### config.mk
export PLATFORM = sky130hd
export DESIGN_NAME = input_conditioner
export DESIGN_NICKNAME = d
export VERILOG_FILES = /design/src/rtl/input_conditioner.sv
export SDC_FILE = /design/constraint.sdc
export NUM_CORES = 1
export LEC_CHECK = 0
export CORE_ASPECT_RATIO = 0.9
export CORE_MARGIN = 1.5
export CORE_UTILIZATION = 50
export CTS_CLUSTER_DIAMETER = 150
export DETAILED_ROUTE_END_ITERATION = 12
export GPL_ROUTABILITY_DRIVEN = 1
export PLACE_DENSITY = 0.68
export RECOVER_POWER = 100
export SLEW_MARGIN = 20
export SYNTH_ARGS = -nofsm -noshare
export SYNTH_HDL_FRONTEND = slang
export SYNTH_SLANG_ARGS = --single-unit
### constraint.sdc
create_clock -name clock -period 4.9 [get_ports clock]
set_clock_uncertainty 0.05 [all_clocks]
set_input_delay 0.98 -clock clock [delete_from_list [all_inputs] [get_ports clock]]
set_output_delay 0.98 -clock clock [all_outputs]
set_load 0.05 [all_outputs]
### src/rtl/input_conditioner.sv
// Board-pin front end: two-flop synchronisers plus debounce for KEY (press/release
// pulses) and SW (stable vector with change strobe).
module input_conditioner #(
  parameter int unsigned DEBOUNCE_CYCLES = 500000,
  parameter int unsigned CNT_WIDTH       = 20
) (
  input  logic       clock,
  input  logic       resetn,
  input  logic [3:0] key_n,
  input  logic [9:0] sw,
  output logic [3:0] key_pressed,
  output logic [3:0] key_press_pulse,
  output logic [3:0] key_release_pulse,
  output logic [9:0] sw_stable,
  output logic       sw_changed
);

  localparam logic [CNT_WIDTH-1:0] CNT_LAST = CNT_WIDTH'(DEBOUNCE_CYCLES - 1);
  localparam logic [CNT_WIDTH-1:0] CNT_ONE  = CNT_WIDTH'(1);

  logic [3:0]           key_meta;
  logic [3:0]           key_s;
  logic [9:0]           sw_meta;
  logic [9:0]           sw_s;
  logic [3:0]           deb_n;
  logic [CNT_WIDTH-1:0] key_cnt [4];
  logic [9:0]           cand;
  logic [CNT_WIDTH-1:0] sw_cnt;

  always_ff @(posedge clock) begin
    if (!resetn) begin
      key_meta <= '1;
      key_s    <= '1;
      sw_meta  <= '0;
      sw_s     <= '0;
    end else begin
      key_meta <= key_n;
      key_s    <= key_meta;
      sw_meta  <= sw;
      sw_s     <= sw_meta;
    end
  end

  always_ff @(posedge clock) begin
    if (!resetn) begin
      deb_n             <= '1;
      key_press_pulse   <= '0;
      key_release_pulse <= '0;
      for (int unsigned i = 0; i < 4; i++) key_cnt[i] <= '0;
    end else begin
      key_press_pulse   <= '0;
      key_release_pulse <= '0;
      for (int unsigned i = 0; i < 4; i++) begin
        if (key_s[i] == deb_n[i]) begin
          key_cnt[i] <= '0;
        end else if (key_cnt[i] == CNT_LAST) begin
          deb_n[i]             <= key_s[i];
          key_cnt[i]           <= '0;
          key_press_pulse[i]   <= ~key_s[i];
          key_release_pulse[i] <= key_s[i];
        end else begin
          key_cnt[i] <= key_cnt[i] + CNT_ONE;
        end
      end
    end
  end

  assign key_pressed = ~deb_n;

  // The edge that loads cand already counts as the first agreeing cycle, so the
  // switch path has the same acceptance latency as the key path.
  always_ff @(posedge clock) begin
    if (!resetn) begin
      cand       <= '0;
      sw_stable  <= '0;
      sw_cnt     <= '0;
      sw_changed <= 1'b0;
    end else begin
      sw_changed <= 1'b0;
      if (sw_s != cand) begin
        cand <= sw_s;
        if (sw_s == sw_stable) begin
          sw_cnt <= '0;
        end else if (CNT_LAST == '0) begin
          sw_stable  <= sw_s;
          sw_changed <= 1'b1;
          sw_cnt     <= '0;
        end else begin
          sw_cnt <= CNT_ONE;
        end
      end else if (cand != sw_stable) begin
        if (sw_cnt == CNT_LAST) begin
          sw_stable  <= cand;
          sw_cnt     <= '0;
          sw_changed <= 1'b1;
        end else begin
          sw_cnt <= sw_cnt + CNT_ONE;
        end
      end else begin
        sw_cnt <= '0;
      end
    end
  end

endmodule

Word level (Yosys, flattened, before mapping)
Memories as Yosys holds them, arrays and structs flattened.
Cells that the tools add are included.
{"block": "totals", "register_bits": 81, "mem_count": 1, "ram_bits": 80, "out_inout_bits": 23, "word_cells": 138, "input_bits": 16}
{"memory": "key_cnt", "words": 4, "width": 20, "read_ports": 4, "rd_ports_with_merged_regs": 0, "wr": 4, "line": "26", "text": "logic [CNT_WIDTH-1:0] key_cnt [4];"}
{"block": "classes", "add_sub_neg": 5, "mux": 62, "reduce_logical": 10, "eq_ne": 12, "n_bitwise": 28}
{"op": "two-way mux 20 bit", "count": 15}
{"op": "adder 20 x 1 -> 20 bit (second input constant)", "count": 5}
{"op": "== test 20 x 19 -> 1 bit (second input constant)", "count": 5}
{"op": "two-way mux 1 bit", "count": 47}
{"op": "!= test 10 bit", "count": 2}
{"op": "inverter 1 bit", "count": 15}
{"op": "OR reduction 3 bit", "count": 5}
{"op": "bitwise OR 1 bit", "count": 12}
{"op": "== test 10 bit", "count": 1}
{"op": "AND reduction 2 bit", "count": 4}
{"op": "== test 1 bit", "count": 4}
{"op": "inverter 4 bit", "count": 1}
{"op": "AND reduction 3 bit", "count": 1}

Longest topological paths before layout
Gate-level depths: netlist of run 1.
An unclocked memory read counts as a cell.
{"block": "logic_depth", "ltp_word": 8, "depth_mapped": 7, "mapped_depth_nobuf": 6}

Worst setup path after synthesis of run 1
No wires, ideal clock.
{"block": "synth_path", "kind": "input to register", "start": "input port resetn", "end": "memory key_cnt[1][11], data pin", "n_path_buf": 3, "path_slack_ps": 2830, "path_stages": 5, "t_required_ps": 4584, "arrival_ps": 1754, "setup_time_ps": 266, "cell_sequence": "buf_2 buf_1 nand3_1 clkbuf_1 nor2_1"}
{"element": "from (decl)", "line": "8", "text": "input logic resetn,"}
{"element": "to (decl)", "line": "26"}

==> flow_metrics.tcl, run 1 <==
set metrics [dict create \
    crit_chain "clkbuf_1 > nand3_1 > nor2_1" \
    ys_warn_count 0 \
    fill_cells 1194 \
    vias 5000 \
    grt_usage 0.182 \
    wl_met3_um 409 \
    yosysTopAreaCell "edfxtp_1" \
    setup_tns_ns 0 \
    critPathRequiredTime_ns 5.08 \
    synthesis.area_um2 7320 \
    final_layout_size_suffix_gt1_frac 0.0441 \
    die_area_um2 15400 \
    finalInstanceArea_um2 8740 \
    seqCellArea_um2 4020 \
    crit_type "in2reg" \
    area_delta_synth_final_pct 19.4 \
    cts.sinks 161 \
    critPathTopFamily "simple AND/OR/NAND/NOR gates" \
    drc_errors 0 \
    synth_area_per_cell_um2 10.3 \
    ys_types 40 \
    violations "max-capacitance violations, max-slew violations" \
    hpwl_mm 9.18 \
    relSlewSlack -0.0855 \
    dr_wl_met2_mm 6.05 \
    final_common_cell "nor2_1" \
    start_util 0.517 \
    netlist_instances 709 \
    min_period_ns 3.34 \
    p_int_w 0.00236 \
    crit_arrival_ns 3.53 \
    overflow 0 \
    hp-start "key_meta[3]" \
    cp_slowest_cell "clkbuf_1" \
    status "complete, but fails checks" \
    slowest_delay_ns 1.15 \
    leakagePower_nw 3.31 \
    synth_seq_cells 161 \
    ff2ff_path_depth 5 \
    place.gp.congestion 0.792 \
    slew_viol_final 43 \
    grt_pass1_wl_mm 22.0 \
    wl_met1_mm 6.21 \
    clk_pin_slew_ns 0.06 \
    maxCapViolations 1 \
    cts_root_buf "clkbuf_16" \
    cp.buffers_inverters 1 \
    hold_viol 0 \
    htreeDepth 4 \
    die_x_um 131 \
    grt_pass1_vias 4834 \
    drt_iter0_drc 331 \
    rows 41 \
    clk_latency_ns 0.42 \
    pre_cts_ws_ns 2.09 \
    start_kind "input pin" \
    worst-slew-pin-transition_ns 1.63 \
    power_frac_comb 0.037 \
    min_path_cells 1 \
    cts_setup_buffers 0 \
    fp.dieH_um 118 \
    ir_worst_vdd_uv 270 \
    cts.path.max_buffers 2 \
    place.port_buffers 38 \
    synth.area.top_cells "edfxtp_1, dfxtp_1, xor2_1" \
    crit-reg2reg-launch "key_cnt[2][9]" \
    avgViaCountPerCell 4.84 \
    io_pins 39 \
    ctsResizeCount 0 \
    cp.depth 3 \
    grt_setup_unrepaired "false" \
    post-route-period-util 0.683 \
    cts_tree "yes" \
    routed.top_layer "met4" \
    switchingPower_w 0.000600 \
    cts_hold_repair.buffers 0 \
    wl_per_cell_um 12.4 \
    nets 847 \
    firstDrtPassIters 4 \
    critPathMaxFanout 42 \
    antenna_found_initial 0 \
    fin_ws_ns 1.56 \
    setup_viol 0 \
    multiInputGateArea_um2 3420 \
    yosysSeqAreaShare 0.550 \
    end_kind "flop" \
    cellPowerDensity_nw_per_um2 339 \
    numCtsBuffers 17 \
    yosysTopAreaCellShare 0.328 \
    switching_share 0.203 \
    grt_start_max_net_pins 43 \
    p_clk_frac 0.458 \
    antennaDiodeCount 0 \
    finalWirelength_mm 12.8 \
    mostFrequentLayoutCells "nor2_1, dfxtp_1, edfxtp_1, conb_1, xor2_1" \
    placed_area_um2 8150 \
    hold_class "reg2reg" \
    coreArea_um2 14200 \
    cp-startpoint "resetn" \
    antenna_left 0 \
    clock.fmax_mhz 299 \
    seqPwrFrac 0.505 \
    total_power_w 0.00296 \
]
[through the flow]
step | hold slack [ns] | utilization | instances
3_3_place_gp | 0.340 | 0.575 | 1000
6_report | 0.356 | 0.618 | 1032
5_1_grt | 0.364 | 0.618 | 1032
4_1_cts | 0.356 | 0.618 | 1032
3_5_place_dp | 0.344 | 0.575 | 1000
2_1_floorplan | 0.336 | - | 788
[worst register-to-register path: cells and delay by family (launching register included)]
kind | cells | cell delay, ns
and+or+nand+nor | 5 | 1.74
DFF | 1 | 0.48
[final cells by class]
| cell class | instances | area share |
|---|---|---|
| inverter | 19 | 0.00816 |
| sequential | 161 | 0.460 |
| tap | 193 | 0.0276 |
| clock inverter | 13 | 0.0190 |
| clock buffer | 19 | 0.0507 |
| timing repair buffer | 39 | 0.0436 |
| multi-input combinational | 588 | 0.391 |
[registers in the layout, summed over array words and instances, names as in the netlist, 10 cells and up]
name       cells
sw_meta       10
key_cnt       80
sw_cnt        20
cand          10
sw_s          10
sw_stable     10
[power groups by stage]
| stage | registers [W] | logic (W) | clock network (W) |
|---|---|---|---|
| floorplan | 0.00151 | 0.0000863 | 0 |
| global placement | 0.00152 | 0.000106 | 0 |
| detailed placement | 0.00152 | 0.000109 | 0 |
| CTS | 0.00150 | 0.000110 | 0.00138 |
| global route | 0.00150 | 0.000126 | 0.00144 |
| finish | 0.00150 | 0.000110 | 0.00136 |
[synthesized netlist by cell type (all sizes together)]
cell,instances
nor2,121
nand2,58
or3,4
ha,5
and4,7
nor3,23
mux2i,11
clkbuf,12
nor3b,3
or2,3
nand3,37
edfxtp,80
or3b,1
a31oi,2
dfxtp,81
o21a,1
nor4,16
conb,1
a21oi,2
nand4,30
and4b,3
xor2,69
and2,32
o211ai,1
o21ai,1
nand2b,8
nor4b,2
inv,19
nor4bb,1
nand3b,4
and3,9
buf,8
xnor2,54
[per-layer routing]
metal	GRT usage	vias up
met2	0.291	84
met5	0	-
met4	0.0591	0
met3	0.0468	12
met1	0.239	2317
li1	-	2587
[logic make-up (layout without fill, tap and decap cells)]
group                      count (synthesis)  count (layout)  share of synthesized area
and+or+nand+nor                          362             362                      0.251
DFF                                      161             161                      0.550
xor gates and xnor gates                 123             123                      0.147
buffers and inverters                     39              90                     0.0227
muxes                                     11              11                     0.0150
AOI/OAI and AO/OA                          7               7                    0.00581
adders and majority gates                  5               5                    0.00855
other                                      1              80                   0.000512
[final timing paths]
check	endpoint	slack, ns
hold reg to reg	key_s[3]	0.36
hold / removal	key_s[3]	0.36
setup / recovery	key_cnt[1][11]	1.56
setup reg to reg	key_cnt[2][16]	2.35
(Power assumes the default switching activity.)
==> run 2: changes to the inputs <==
- clock period: 4.9 -> 3.5 ns (I/O delays scaled with it)
==> flow_metrics.tcl, run 2 (same netlist as run 1, synthesis figures left out) <==
set metrics [dict create \
    leakagePower_nw 3.29 \
    grt_usage 0.180 \
    worst-slew-pin-transition_ns 0.896 \
    grt_start_max_net_pins 56 \
    nets 847 \
    grt_pass1_wl_mm 21.9 \
    grt_setup_unrepaired "false" \
    hpwl_mm 9.12 \
    crit-reg2reg-launch "key_cnt[2][10]" \
    clk_latency_ns 0.42 \
    cts_hold_repair.buffers 0 \
    cts_setup_buffers 0 \
    clock.fmax_mhz 368 \
    crit_type "in2reg" \
    status "completed" \
    crit_arrival_ns 3.00 \
    worst-r2r-setup-slack_ns 0.98 \
    fp.dieH_um 118 \
    finalWirelength_mm 12.8 \
    coreArea_um2 14200 \
    r2r-end "key_cnt[2][15]" \
    largest_reg_flops 80 \
    fill_cells 1220 \
    worstSetupEndpoint "sw_cnt[17]" \
    relSlewSlack 0.403 \
    critPathRequiredTime_ns 3.78 \
    ir_worst_vdd_uv 335 \
    cts_tree "yes" \
    post-route-period-util 0.776 \
    reg_top3 "key_cnt (80), sw_cnt (20)" \
    min_period_ns 2.72 \
    start_kind "input pin" \
    mostFrequentLayoutCells "nor2_1, dfxtp_1, edfxtp_1, conb_1, xor2_1" \
    drc_errors 0 \
    numCtsBuffers 17 \
    drt_iter0_drc 318 \
    final_layout_size_suffix_gt1_frac 0.0405 \
    overflow 0 \
    seqCellArea_um2 4020 \
    antennaDiodeCount 0 \
    multiInputGateArea_um2 3420 \
    firstDrtPassIters 4 \
    critPathMaxFanout 55 \
    hold_viol 0 \
    htreeDepth 4 \
    grt_pass1_vias 4751 \
    antenna_found_initial 0 \
    cts.sinks 161 \
    cp-startpoint "resetn" \
    ctsResizeCount 0 \
    clk_pin_slew_ns 0.06 \
    final_common_cell "nor2_1" \
    slew_viol_final 0 \
    start_util 0.517 \
    setup_tns_ns 0 \
    avgViaCountPerCell 4.81 \
    die_area_um2 15400 \
    rows 41 \
    fin_util 0.613 \
    io_pins 39 \
    area_delta_synth_final_pct 18.5 \
    place.gp.congestion 0.812 \
    vias 4966 \
    largest-register "key_cnt" \
    hold_class "reg2reg" \
    cellPowerDensity_nw_per_um2 458 \
    maxCapViolations 0 \
    die_x_um 131 \
    setup_viol 0 \
    ff2ff_path_depth 5 \
    end_kind "flop" \
    total_power_w 0.00397 \
    cts_root_buf "clkbuf_16" \
    wl_per_cell_um 12.4 \
    antenna_left 0 \
    cts.path.max_buffers 2 \
    place.port_buffers 38 \
]
==> run 2: critical path, stage by stage <==
cell	delay, ns
clkbuf_1	0.60
clkbuf_2	0.82
nand4_2	0.60
nor2_1	0.27
==> run 2: routing by layer <==
metal  track usage  vias up  part of all wire
met1         0.240     2304              0.47
met2         0.285       78              0.48
met3        0.0509        9             0.039
li1              -     2575                 -
met4        0.0577        0            0.0082
met5             0        -                 0
==> run 2: area by class of cell <==
class | count | share of cell area
clock inverter | 8 | 0.0104
sequential | 161 | 0.464
timing repair buffer | 39 | 0.0437
inverter | 19 | 0.00822
tap | 193 | 0.0278
clock buffer | 24 | 0.0521
multi-input combinational | 588 | 0.394
==> run 2: power breakdown <==
part           internal, W  switching (W)  leakage (nW)
clock              0.00104       0.000679         0.269
sequential         0.00204      0.0000572          1.49
combinational    0.0000708      0.0000834          1.53
==> run 2: how the worst min path moves through the flow <==
stage                start  endpoint  slack (ns)  cells past startpoint
2_1_floorplan  key_meta[0]  key_s[0]        0.34                      1
3_3_place_gp   key_meta[3]  key_s[3]        0.34                      1
3_5_place_dp   key_meta[3]  key_s[3]        0.34                      1
4_1_cts        key_meta[3]  key_s[3]        0.35                      1
5_1_grt        key_meta[3]  key_s[3]        0.37                      1
6_report       key_meta[3]  key_s[3]        0.35                      1
==> run 2: stage by stage <==
step | instances | hold slack, ns | setup WS [ns] | cell area [um2]
floorplan | 788 | 0.336 | 1.62 | 7620
global placement | 1000 | 0.340 | 1.12 | 8150
detailed placement | 1000 | 0.341 | 0.976 | 8150
CTS | 1032 | 0.352 | 0.962 | 8690
global route | 1032 | 0.374 | 0.416 | 8680
finish | 1032 | 0.352 | 0.783 | 8680
